===== src/rtl/wm_trigger_sequencer.sv =====
// Round-robin sequencer feeding one requester's 64-bit key serially into the watermark core.
// Optional requester lockout is built when WM_SEQ_LOCKOUT_EN is defined.
module wm_trigger_sequencer #(
  parameter int N_REQ      = 3,
  parameter int TIMEOUT    = 4,
  parameter int LOCK_LIMIT = 3
) (
  input  logic                  clk,
  input  logic                  rst,
  input  logic [N_REQ-1:0]      req,
  input  logic [N_REQ*64-1:0]   key,
  output logic [N_REQ-1:0]      done,
  output logic                  match,
  output logic [63:0]           sig_out,
  output logic                  busy,
  output logic [2:0]            grant_id,
  output logic [N_REQ-1:0]      locked,
  output logic                  tr_we,
  output logic                  tr_bit,
  input  logic                  sig_valid,
  input  logic [63:0]           sig_value
);

  if (N_REQ < 2 || N_REQ > 8 || TIMEOUT < 1 || TIMEOUT > 255 ||
      LOCK_LIMIT < 1 || LOCK_LIMIT > 255) begin : g_cfg_check
    $error("wm_trigger_sequencer: parameter out of range");
  end

  typedef enum logic [1:0] {
    S_IDLE,
    S_SHIFT,
    S_WAIT,
    S_DONE
  } state_t;

  state_t           r_state;
  state_t           w_next;

  logic [2:0]       r_ptr;
  logic [2:0]       r_grant;
  logic [63:0]      r_shift;
  logic [5:0]       r_bit_cnt;
  logic [7:0]       r_wait_cnt;
  logic             r_match;
  logic [63:0]      r_sig;

  logic [N_REQ-1:0] w_elig;
  logic             w_any;
  logic [2:0]       w_winner;
  logic [2:0]       w_ptr_next;
  logic [63:0]      w_key_sel;
  logic             w_wait_last;

  assign w_elig      = req & ~locked;
  assign w_wait_last = (r_wait_cnt == 8'(TIMEOUT - 1));
  assign w_ptr_next  = (w_winner == 3'(N_REQ - 1)) ? 3'd0 : w_winner + 3'd1;

  // Two passes: first eligible index at/after the pointer, else first below it (wrap).
  always_comb begin
    w_any    = 1'b0;
    w_winner = '0;
    for (int unsigned i = 0; i < N_REQ; i++) begin
      if (!w_any && w_elig[i] && (3'(i) >= r_ptr)) begin
        w_any    = 1'b1;
        w_winner = 3'(i);
      end
    end
    for (int unsigned i = 0; i < N_REQ; i++) begin
      if (!w_any && w_elig[i] && (3'(i) < r_ptr)) begin
        w_any    = 1'b1;
        w_winner = 3'(i);
      end
    end
  end

  always_comb begin
    w_key_sel = '0;
    for (int unsigned i = 0; i < N_REQ; i++) begin
      if (w_winner == 3'(i)) begin
        w_key_sel = key[64*i +: 64];
      end
    end
  end

  always_ff @(posedge clk) begin
    if (rst) begin
      r_state <= S_IDLE;
    end else begin
      r_state <= w_next;
    end
  end

  always_comb begin
    w_next = r_state;
    case (r_state)
      S_IDLE:  if (w_any) w_next = S_SHIFT;
      S_SHIFT: if (r_bit_cnt == 6'd63) w_next = S_WAIT;
      S_WAIT:  if (sig_valid || w_wait_last) w_next = S_DONE;
      S_DONE:  w_next = S_IDLE;
      default: w_next = S_IDLE;
    endcase
  end

  always_ff @(posedge clk) begin
    if (rst) begin
      r_ptr      <= '0;
      r_grant    <= '0;
      r_shift    <= '0;
      r_bit_cnt  <= '0;
      r_wait_cnt <= '0;
      r_match    <= 1'b0;
      r_sig      <= '0;
    end else begin
      case (r_state)
        S_IDLE: begin
          if (w_any) begin
            r_shift    <= w_key_sel;
            r_grant    <= w_winner;
            r_ptr      <= w_ptr_next;
            r_bit_cnt  <= '0;
            r_wait_cnt <= '0;
          end
        end
        S_SHIFT: begin
          r_shift   <= {r_shift[62:0], 1'b0};
          r_bit_cnt <= r_bit_cnt + 6'd1;
        end
        S_WAIT: begin
          // A strobe on the final wait cycle still counts as a match.
          if (sig_valid) begin
            r_match    <= 1'b1;
            r_sig      <= sig_value;
            r_wait_cnt <= '0;
          end else if (w_wait_last) begin
            r_match    <= 1'b0;
            r_sig      <= '0;
            r_wait_cnt <= '0;
          end else begin
            r_wait_cnt <= r_wait_cnt + 8'd1;
          end
        end
        default: ;
      endcase
    end
  end

  always_comb begin
    busy     = (r_state != S_IDLE);
    tr_we    = (r_state == S_SHIFT);
    tr_bit   = (r_state == S_SHIFT) && r_shift[63];
    match    = r_match;
    sig_out  = r_sig;
    grant_id = r_grant;
    done     = '0;
    for (int unsigned i = 0; i < N_REQ; i++) begin
      done[i] = (r_state == S_DONE) && (r_grant == 3'(i));
    end
  end

`ifdef WM_SEQ_LOCKOUT_EN
  logic [7:0] r_fail [N_REQ];

  // Counter is updated at the end of DONE, so the lock shows the cycle after.
  always_ff @(posedge clk) begin
    if (rst) begin
      for (int unsigned i = 0; i < N_REQ; i++) begin
        r_fail[i] <= '0;
      end
    end else if (r_state == S_DONE) begin
      for (int unsigned i = 0; i < N_REQ; i++) begin
        if (r_grant == 3'(i)) begin
          if (r_match) begin
            r_fail[i] <= '0;
          end else if (r_fail[i] < 8'(LOCK_LIMIT)) begin
            r_fail[i] <= r_fail[i] + 8'd1;
          end
        end
      end
    end
  end

  always_comb begin
    locked = '0;
    for (int unsigned i = 0; i < N_REQ; i++) begin
      locked[i] = (r_fail[i] >= 8'(LOCK_LIMIT));
    end
  end
`else
  assign locked = '0;
`endif

endmodule


===== config.mk =====
export PLATFORM = sky130hd
export DESIGN_NAME = wm_trigger_sequencer
export DESIGN_NICKNAME = d
export VERILOG_FILES = /design/src/rtl/wm_trigger_sequencer.sv
export SDC_FILE = /design/constraint.sdc
export NUM_CORES = 1
export LEC_CHECK = 0
export BUFFER_PORTS_ARGS = -buffer_cell sky130_fd_sc_hd__clkbuf_2
export CORE_MARGIN = 3
export CORE_UTILIZATION = 25
export CTS_BUF_LIST = sky130_fd_sc_hd__clkbuf_8
export DETAILED_ROUTE_END_ITERATION = 7
export GPL_ROUTABILITY_DRIVEN = 1
export HOLD_SLACK_MARGIN = 0.1
export SETUP_SLACK_MARGIN = 0.2
export SLEW_MARGIN = 20
export SYNTH_ARGS = -nofsm -noshare
export SYNTH_HDL_FRONTEND = slang
export SYNTH_SLANG_ARGS = --single-unit
export TNS_END_PERCENT = 5

===== constraint.sdc =====
create_clock -name clk -period 1.95 [get_ports clk]
set_input_delay 0 -clock clk [delete_from_list [all_inputs] [get_ports clk]]
set_output_delay 0 -clock clk [all_outputs]
set_load 0.05 [all_outputs]

Yosys cells after proc, flatten, opt, wreduce, memory -nomap -nowiden
Index checks and enable logic that the tools add are counted.

Bits in registers: 151. Logic and storage cells: 93.

Add/subtract/negate cells: 3. Magnitude comparators: 6. Equal/unequal tests: 12. Multiplexer cells: 31. Reduce and logical (&&, ||, !) cells: 33.

Operator list (number): 2-to-1 mux 64 bit (6); case mux 64 bit (2 select lines) (1); 2-to-1 mux 8 bit (3); case mux 8 bit (2 select lines) (1); logical AND 1 bit (15); 2-to-1 mux 3 bit (4); case mux 6 bit (2 select lines) (1); 2-to-1 mux 1 bit (9); adder 8 x 1 -> 8 bit, second input constant (1); == test 8 x 2 -> 1 bit, second input constant (1); 2-to-1 mux 2 bit (4); case mux 2 bit (4 select lines) (1); AND reduction 2 bit (4); nonzero test 2 bit (4); adder 6 x 1 -> 6 bit, second input constant (1); == test 3 x 1 -> 1 bit, second input constant (2); == test 3 x 2 -> 1 bit, second input constant (2); == test 6 bit, second input constant (1); greater-or-equal comparator 1 x 3 -> 1 bit, first input constant (2); logical NOT 3 bit (2); < comparator 1 x 3 -> 1 bit, first input constant (2); 2-to-1 mux 6 bit (1); logical NOT 1 bit (5); == test 2 bit, second input constant (2); 9 further kinds (10).

Logic depth before layout (Yosys ltp)
Gate-level depths: netlist of run 1.

Depth in word-level cells: 29. Mapped depth: 10.

Worst setup path before layout of run 1
OpenSTA, ideal clock, no wires.

Kind: reg2reg. From: register r_state[1]. To: register r_shift[17]. Data arrival time: 2.254 ns. Required time: 1.838 ns. Slack: -0.416 ns. Stages on the path, launching flop included: 10. Cell sequence: dfxtp_1 inv_1 ha_1 buf_2 nor2_1 nor2_1 buf_2 buf_1 o21ai_0 a2111oi_1.

Cells in the longest elaborated chain, start to end: 3.

RTL lines: from (decl) (RTL line 36) `state_t r_state;`; from (signal assigned) (RTL line 89) `r_state <= w_next;`; == test 2 x 1 -> 1 bit *; via tr_we (RTL line 18) `output logic tr_we,`; nonzero test 2 bit (no line); AND reduction 2 bit (no line); to (signal assigned) (RTL line 117) `r_shift <= w_key_sel;`; to (signal assigned) (RTL line 125) `r_shift <= {r_shift[62:0], 1'b0};`; to (decl) (RTL line 41) `logic [63:0] r_shift;`.

The timed path passes the listed nets; every way through them passes the cells marked *. A chain may end at the register's enable or synchronous reset.

Worst setup path after layout of run 1
From: register r_state[1]. To: register r_shift[40].

Cells in the longest elaborated chain, start to end: 3.

RTL lines: == test 2 x 1 -> 1 bit or logical NOT 2 bit (tied branches) (RTL line 114) `case (r_state)`; nonzero test 2 bit (no line) or inequality test 2 bit (tied branches); AND reduction 2 bit (no line).

Several ways; a longest one is shown, not always the timed one.

==> flow_summary.yaml, run 1 <==
finish:
  finalNetCount: 1728
  instances_no_fill: 1868
  syn2layout_area_growth_pct: 80.0
  fillerInstances: 2691
  fin_util_pct: 46.3
  drive_gt1_share_pct: 37.2
global_routing:
  grt_antenna_before_repair: 4
  grt_overflow: 0
  grt_usage_pct: 20.6
  grt_pass1_vias: 10016
  grt_pass1_wl_mm: 54.9
  grt_max_degree: 67
hold_path:
  hold_end: "r_ptr[0]"
  whs_path_depth: 5
  min_path_type: "in2reg"
  min_from: "req[1]"
timing:
  fin_skew_ns: 0.0162
  worstMarginPinSlew_ns: 0.712
  worst_slack_ns: -0.0336
  fmax_ghz: 0.504
  rsz0062_at_grt: "true"
  finalMaxSlewViolations: 0
  finalCritPeriodShare_pct: 102
  max_slew_margin_pct: 52.5
  period_needed_ns: 1.98
  setup_viol: 4
  hold_violations: 0
  fin_tns_setup_ns: -0.0519
die:
  die_h_microns: 181
  coreArea_sq_um: 30000
  initial_utilization_pct: 25.7
  io_pins: 339
  num_rows: 63
  dieArea_sq_um: 32900
  die_w_microns: 181
critical_path:
  end_kind: "register"
  r2r_slack_ns: -0.03
  critPathRequiredTime_ns: 2.30
  worst_r2r_endpoint: "r_shift[40]"
  cp-start-kind: "register"
  worstPathMaxFanout: 12
  worstSetupPathType: "reg2reg"
  rr_worst_depth: 8
  arrival_ns: 2.34
  reg2reg_from: "r_state[1]"
yosys:
  yosys_most_used_dff: "dfxtp_1"
  synth_fa_ha_area_share_pct: 1.14
  synth_edf_count: 0
  synth_xor_area_share_pct: 1.14
  muxShareOfSynthArea_pct: 8.19
  syn_area_sq_um: 7700
  synth_compound_area_share_pct: 24.8
  synth_top_family_by_area: "compound AO/OA/AOI/OAI gates"
  synth_largest_area_cell: "dfxtp_1"
  synth_area_leaders: "dfxtp_1 39%, mux2i_1 8.2%, nand3b_1 5.7%"
  ys_ff_latch: 150
  synth_top_area_share_pct: 39.0
  yosys_warnings: 0
  syn_avg_cell_area_sq_um: 8.72
  async_flop_share_pct: 0
  ys_seq_area_share_pct: 39.0
  syn_inst: 883
  synth-simple-area-share_pct: 19.4
  ys_types: 51
cts:
  clkSinkCount: 150
  cts_buffers: 17
  cts-root-buf: "clkbuf_8"
  htreeDepth: 4
  cts_tree: "built"
  clockBufferDepth: 2
  clk_latency_ns: 0.47
  clk_pin_slew_ns: 0.09
pwr:
  power.density_nw_per_um2: 1010
  irDropWorstVdd_mv: 0.678
  leakage_nw: 5.71
drt:
  wire_per_inst_microns: 19.0
  drc: 0
  drt_iter0_drc: 576
  postRouteAntennaNets: 0
  vias: 9704
  routed_wl_mm: 35.5
  dr.pass1.iters: 5
  viasPerCell: 5.19
flow_run:
  maxCapViolCount: 0
placement:
  numPlacedInstances: 1555
  hpwl_mm: 19.8
  detailedPlace.worstSlack_ns: -0.159
  gp_congestion: 0.776
  portBuffers: 334
run_status:
  status: "finished with violations"
  violations: "negative setup slack"
-- area by class of cell --
| class | instances | area [sq um] | area share [%] |
|---|---|---|---|
| diodes | 6 | 15.0 | 0.108 |
| clock inverters | 15 | 115 | 0.831 |
| inverters | 8 | 32.5 | 0.235 |
| well taps | 390 | 488 | 3.52 |
| flip-flops and latches | 150 | 3010 | 21.7 |
| repair buffers | 654 | 5160 | 37.3 |
| multi-input cells | 628 | 4800 | 34.6 |
| clock buffers | 17 | 234 | 1.69 |
-- report_power, final --
group          switching (mW)  total, mW  internal, mW
logic                    4.22       7.47          3.26
clock network            1.30       2.29         0.990
registers               0.470       4.27          3.80
-- metrics by stage --
stage                     cell area, sq um  hold WS [ns]  power [mW]
after floorplan                       7790         0.135        8.12
after global placement               10000         0.247        9.90
after detailed placement             10000         0.246        9.99
after CTS                            13500         0.127        13.6
after global routing                 13900         0.186        14.9
final                                13900         0.179        14.0
-- critical path, stage by stage, from the launching register on --
cell,delay (ns)
dfxtp_2,0.35
inv_4,0.06
ha_4,0.12
or4b_4,0.59
buf_12,0.21
buf_12,0.14
nand3b_1,0.07
o21ai_1,0.07
a2111oi_2,0.25
-- placed cells by master, fill, tap and decap left out, types with 6 or more instances in the layout --
cell,instances
a2111oi_1,7
a21oi_1,76
dfxtp_1,144
nand3_1,68
a32oi_1,7
dlygate4sd3_1,259
o21ai_1,55
inv_1,9
a2111oi_2,45
buf_4,32
nand3b_1,58
or4b_4,7
nor3_1,60
buf_12,16
o21ai_2,21
nand2_1,14
xnor2_1,10
dfxtp_2,6
clkbuf_8,17
clkbuf_2,331
diode_2,6
nor2_1,17
mux2i_1,55
o21ai_0,52
-- synth_stat cells (all sizes together) (2+ instances only) --
master / count
mux2i: 63
nor2: 20
nand2: 14
and3: 2
or2: 2
o21ai: 129
nor4b: 5
o21a: 2
dfxtp: 150
nor3: 60
nand2b: 3
nor4: 3
o31ai: 2
nand3b: 58
nor3b: 4
a21oi: 77
or4b: 7
nand3: 69
clkbuf: 64
a32oi: 7
nand4: 2
o221ai: 6
and2: 3
ha: 7
a2111oi: 56
xnor2: 10
buf: 36
inv: 8
-- timing repair --
item / 4_1_cts / 5_1_grt
buffers inserted: 3 / 4
cloned: 5 / 4
pin swaps: 35 / 36
setup endpoints to repair: 147 / 142
hold endpoints to repair: 130 / 0
hold buffers: 259 / 0
resized for setup: 76 / 84
-- per-layer routing --
layer / part of all wire (%) / track usage (%) / vias to the layer above
met5: 0 / 0 / -
met4: 4.6 / 10.1 / 0
met3: 8.3 / 5.47 / 100
met2: 48 / 34.4 / 546
met1: 40 / 24.5 / 4573
li1: - / - / 4485
-- logic make-up (layout without fill, tap and decap cells) --
family / count (synthesis) / after routing
mux: 63 / 63
flops: 150 / 150
other cells: 1 / 10
buf+inv: 108 / 694
fa+ha+maj: 7 / 7
compound gates: 288 / 288
xor+xnor: 10 / 10
simple gates: 256 / 256
-- sequential cells by signal, indices dropped and copies added (netlist names) --
register	cells
sig_out	64
grant_id	2
match	1
r_ptr	3
r_bit_cnt	6
r_shift	64
r_wait_cnt	8
r_state	2
-- worst max-delay path by stage --
stage,from,endpoint,slack [ns]
2_1_floorplan,r_state[0],r_shift[47],0.06
3_3_place_gp,r_state[1],r_shift[1],-0.06
3_5_place_dp,r_state[1],r_shift[10],-0.16
4_1_cts,r_state[1],r_shift[8],-0.00009
5_1_grt,r_state[1],r_shift[50],-0.11
6_report,r_state[1],r_shift[40],-0.03
(Power assumes the default switching activity.)
==> inputs of run 2 (changes only) <==
--- a/config.mk
+++ b/config.mk
@@ -13,6 +13,7 @@
 export GPL_ROUTABILITY_DRIVEN = 1
 export HOLD_SLACK_MARGIN = 0.1
 export SETUP_SLACK_MARGIN = 0.2
+export SKIP_LAST_GASP = 1
 export SLEW_MARGIN = 20
 export SYNTH_ARGS = -nofsm -noshare
 export SYNTH_HDL_FRONTEND = slang
==> run 2 against run 1 <==
Compared with the run above: the flow still finishes with violations (negative setup slack); setup slack worse by 0.0082 ns; first-iteration DRC count is 6.4% higher; critical path depth stayed put; core utilization is 1.2 points lower; sequential share of layout area is 0.56 points higher; register-to-register slack hardly changed; combinational power is 4.7% lower; sequential power is 0.9% lower; sequential cell count stayed put; clock skew is 0.0030 ns higher; highest routed layer unchanged.
==> flow_summary.yaml, run 2 (synthesis gave the netlist of run 1 again) <==
finish:
  final_common_cell: "clkbuf_2"
  multi_input_area_sq_um: 4470
  fillerInstances: 2766
  finalNetCount: 1731
  seq_area_sq_um: 3010
  design_area_sq_um: 13500
  instances_no_fill: 1871
  layout_common_cells: "333 x clkbuf_2, 259 x dlygate4sd3_1, 146 x dfxtp_1"
  syn2layout_area_growth_pct: 75.3
  drive_gt1_share_pct: 34.1
critical_path:
  worstPathMaxFanout: 5
  worstSetupPathType: "reg2reg"
  end_kind: "register"
  arrival_ns: 2.35
  critPathRequiredTime_ns: 2.31
  cp-start-kind: "register"
cts:
  clk_latency_ns: 0.47
  clockBufferDepth: 2
  clk_pin_slew_ns: 0.10
  cts-root-buf: "clkbuf_8"
  cts_tree: "built"
  htreeDepth: 4
  cts_buffers: 17
  clkSinkCount: 150
timing:
  hold_violations: 0
  finalCritPeriodShare_pct: 102
  period_needed_ns: 1.99
  worst_slack_ns: -0.0418
  worstMarginPinSlew_ns: 0.693
  rsz0062_at_grt: "true"
  max_slew_margin_pct: 53.8
  finalMaxSlewViolations: 0
  setup_viol: 6
  fmax_ghz: 0.502
  fin_skew_ns: 0.0192
global_routing:
  grt_antenna_before_repair: 4
  grt_pass1_vias: 9901
  grt_usage_pct: 20.4
  grt_overflow: 0
  grt_max_degree: 67
  grt_pass1_wl_mm: 54.2
drt:
  routed_wl_mm: 35.3
  postRouteAntennaNets: 0
  dr.pass1.iters: 5
  drt_iter0_drc: 613
  vias: 9672
  viasPerCell: 5.17
  drc: 0
  wire_per_inst_microns: 18.9
pwr:
  power.density_nw_per_um2: 1010
  irDropWorstVdd_mv: 0.689
  finalPower_mw: 13.7
  leakage_nw: 5.66
die:
  initial_utilization_pct: 25.7
  die_w_microns: 181
  num_rows: 63
  die_h_microns: 181
  io_pins: 339
  coreArea_sq_um: 30000
  dieArea_sq_um: 32900
placement:
  detailedPlace.worstSlack_ns: -0.159
  gp_congestion: 0.776
  portBuffers: 334
  numPlacedInstances: 1555
  placed_area_sq_um: 10000
  hpwl_mm: 19.8
run_status:
  violations: "negative setup slack"
  status: "finished with violations"
flow_run:
  maxCapViolCount: 0
hold_path:
  min_path_type: "in2reg"
==> run 2: cell types whose count changed in the layout (fill, tap and decap cells not counted), sizes merged <==
cell,delta
buf,+4
clkbuf,-1
==> run 2: layer usage <==
metal  up-vias  GRT usage (%)  wire length [microns]
met5         -              0                      0
met4         0           10.1                   1620
met3        97           5.53                   3120
met2       606           33.7                  16600
met1      4480           24.3                  14000
li1       4489              -                      -
==> run 2: power by group <==
group | switching (mW) | internal (mW) | leakage (nW)
sequential | 0.428 | 3.80 | 1.23
clock | 1.32 | 0.990 | 0.186
combinational | 4.03 | 3.10 | 4.25
==> run 2: area by class of cell <==
type / count / area share [%]
multi-input combinational: 628 / 33.1
tap: 390 / 3.62
timing repair buffer: 657 / 38.0
clock inverter: 15 / 0.853
sequential: 150 / 22.3
inverter: 8 / 0.241
clock buffer: 17 / 1.73
antenna: 6 / 0.111
==> run 2: worst paths after layout <==
check / startpoint / end / slack [ns] / cells after the start
setup / recovery: r_state[1] / r_shift[17] / -0.04 / 8
hold / removal: req[1] / r_ptr[0] / 0.15 / 5
setup reg to reg: r_state[1] / r_shift[17] / -0.04 / 8
hold reg to reg: sig_out[43] / sig_out[43] / 0.48 / 2
==> run 2: repair_timing <==
item,in CTS,in global routing
setup endpoints to repair,147,151
endpoints found under the hold margin,130,0
hold buffers,259,0
gates cloned,5,2
setup buffers,3,9
pin swaps,3,18
resized for setup,12,50
==> run 2: worst max-delay path, cell delays in order (launching register included) <==
cell       delay (ns)
dfxtp_2          0.35
inv_4            0.06
ha_4             0.12
or4b_4           0.52
buf_12           0.17
buf_8            0.13
nand3b_1         0.09
o21ai_1          0.10
a2111oi_2        0.34
==> run 2: metrics by stage <==
| stage | util (%) | hold slack (ns) | TNS (ns) |
|---|---|---|---|
| global placement | 33.5 | 0.247 | -0.494 |
| CTS | 44.1 | 0.116 | -0.000109 |
| finish | 45.1 | 0.154 | -0.0839 |
| detailed placement | 33.5 | 0.246 | -2.57 |
| global route | 45.0 | 0.181 | -1.99 |
| floorplan | - | 0.135 | 0 |
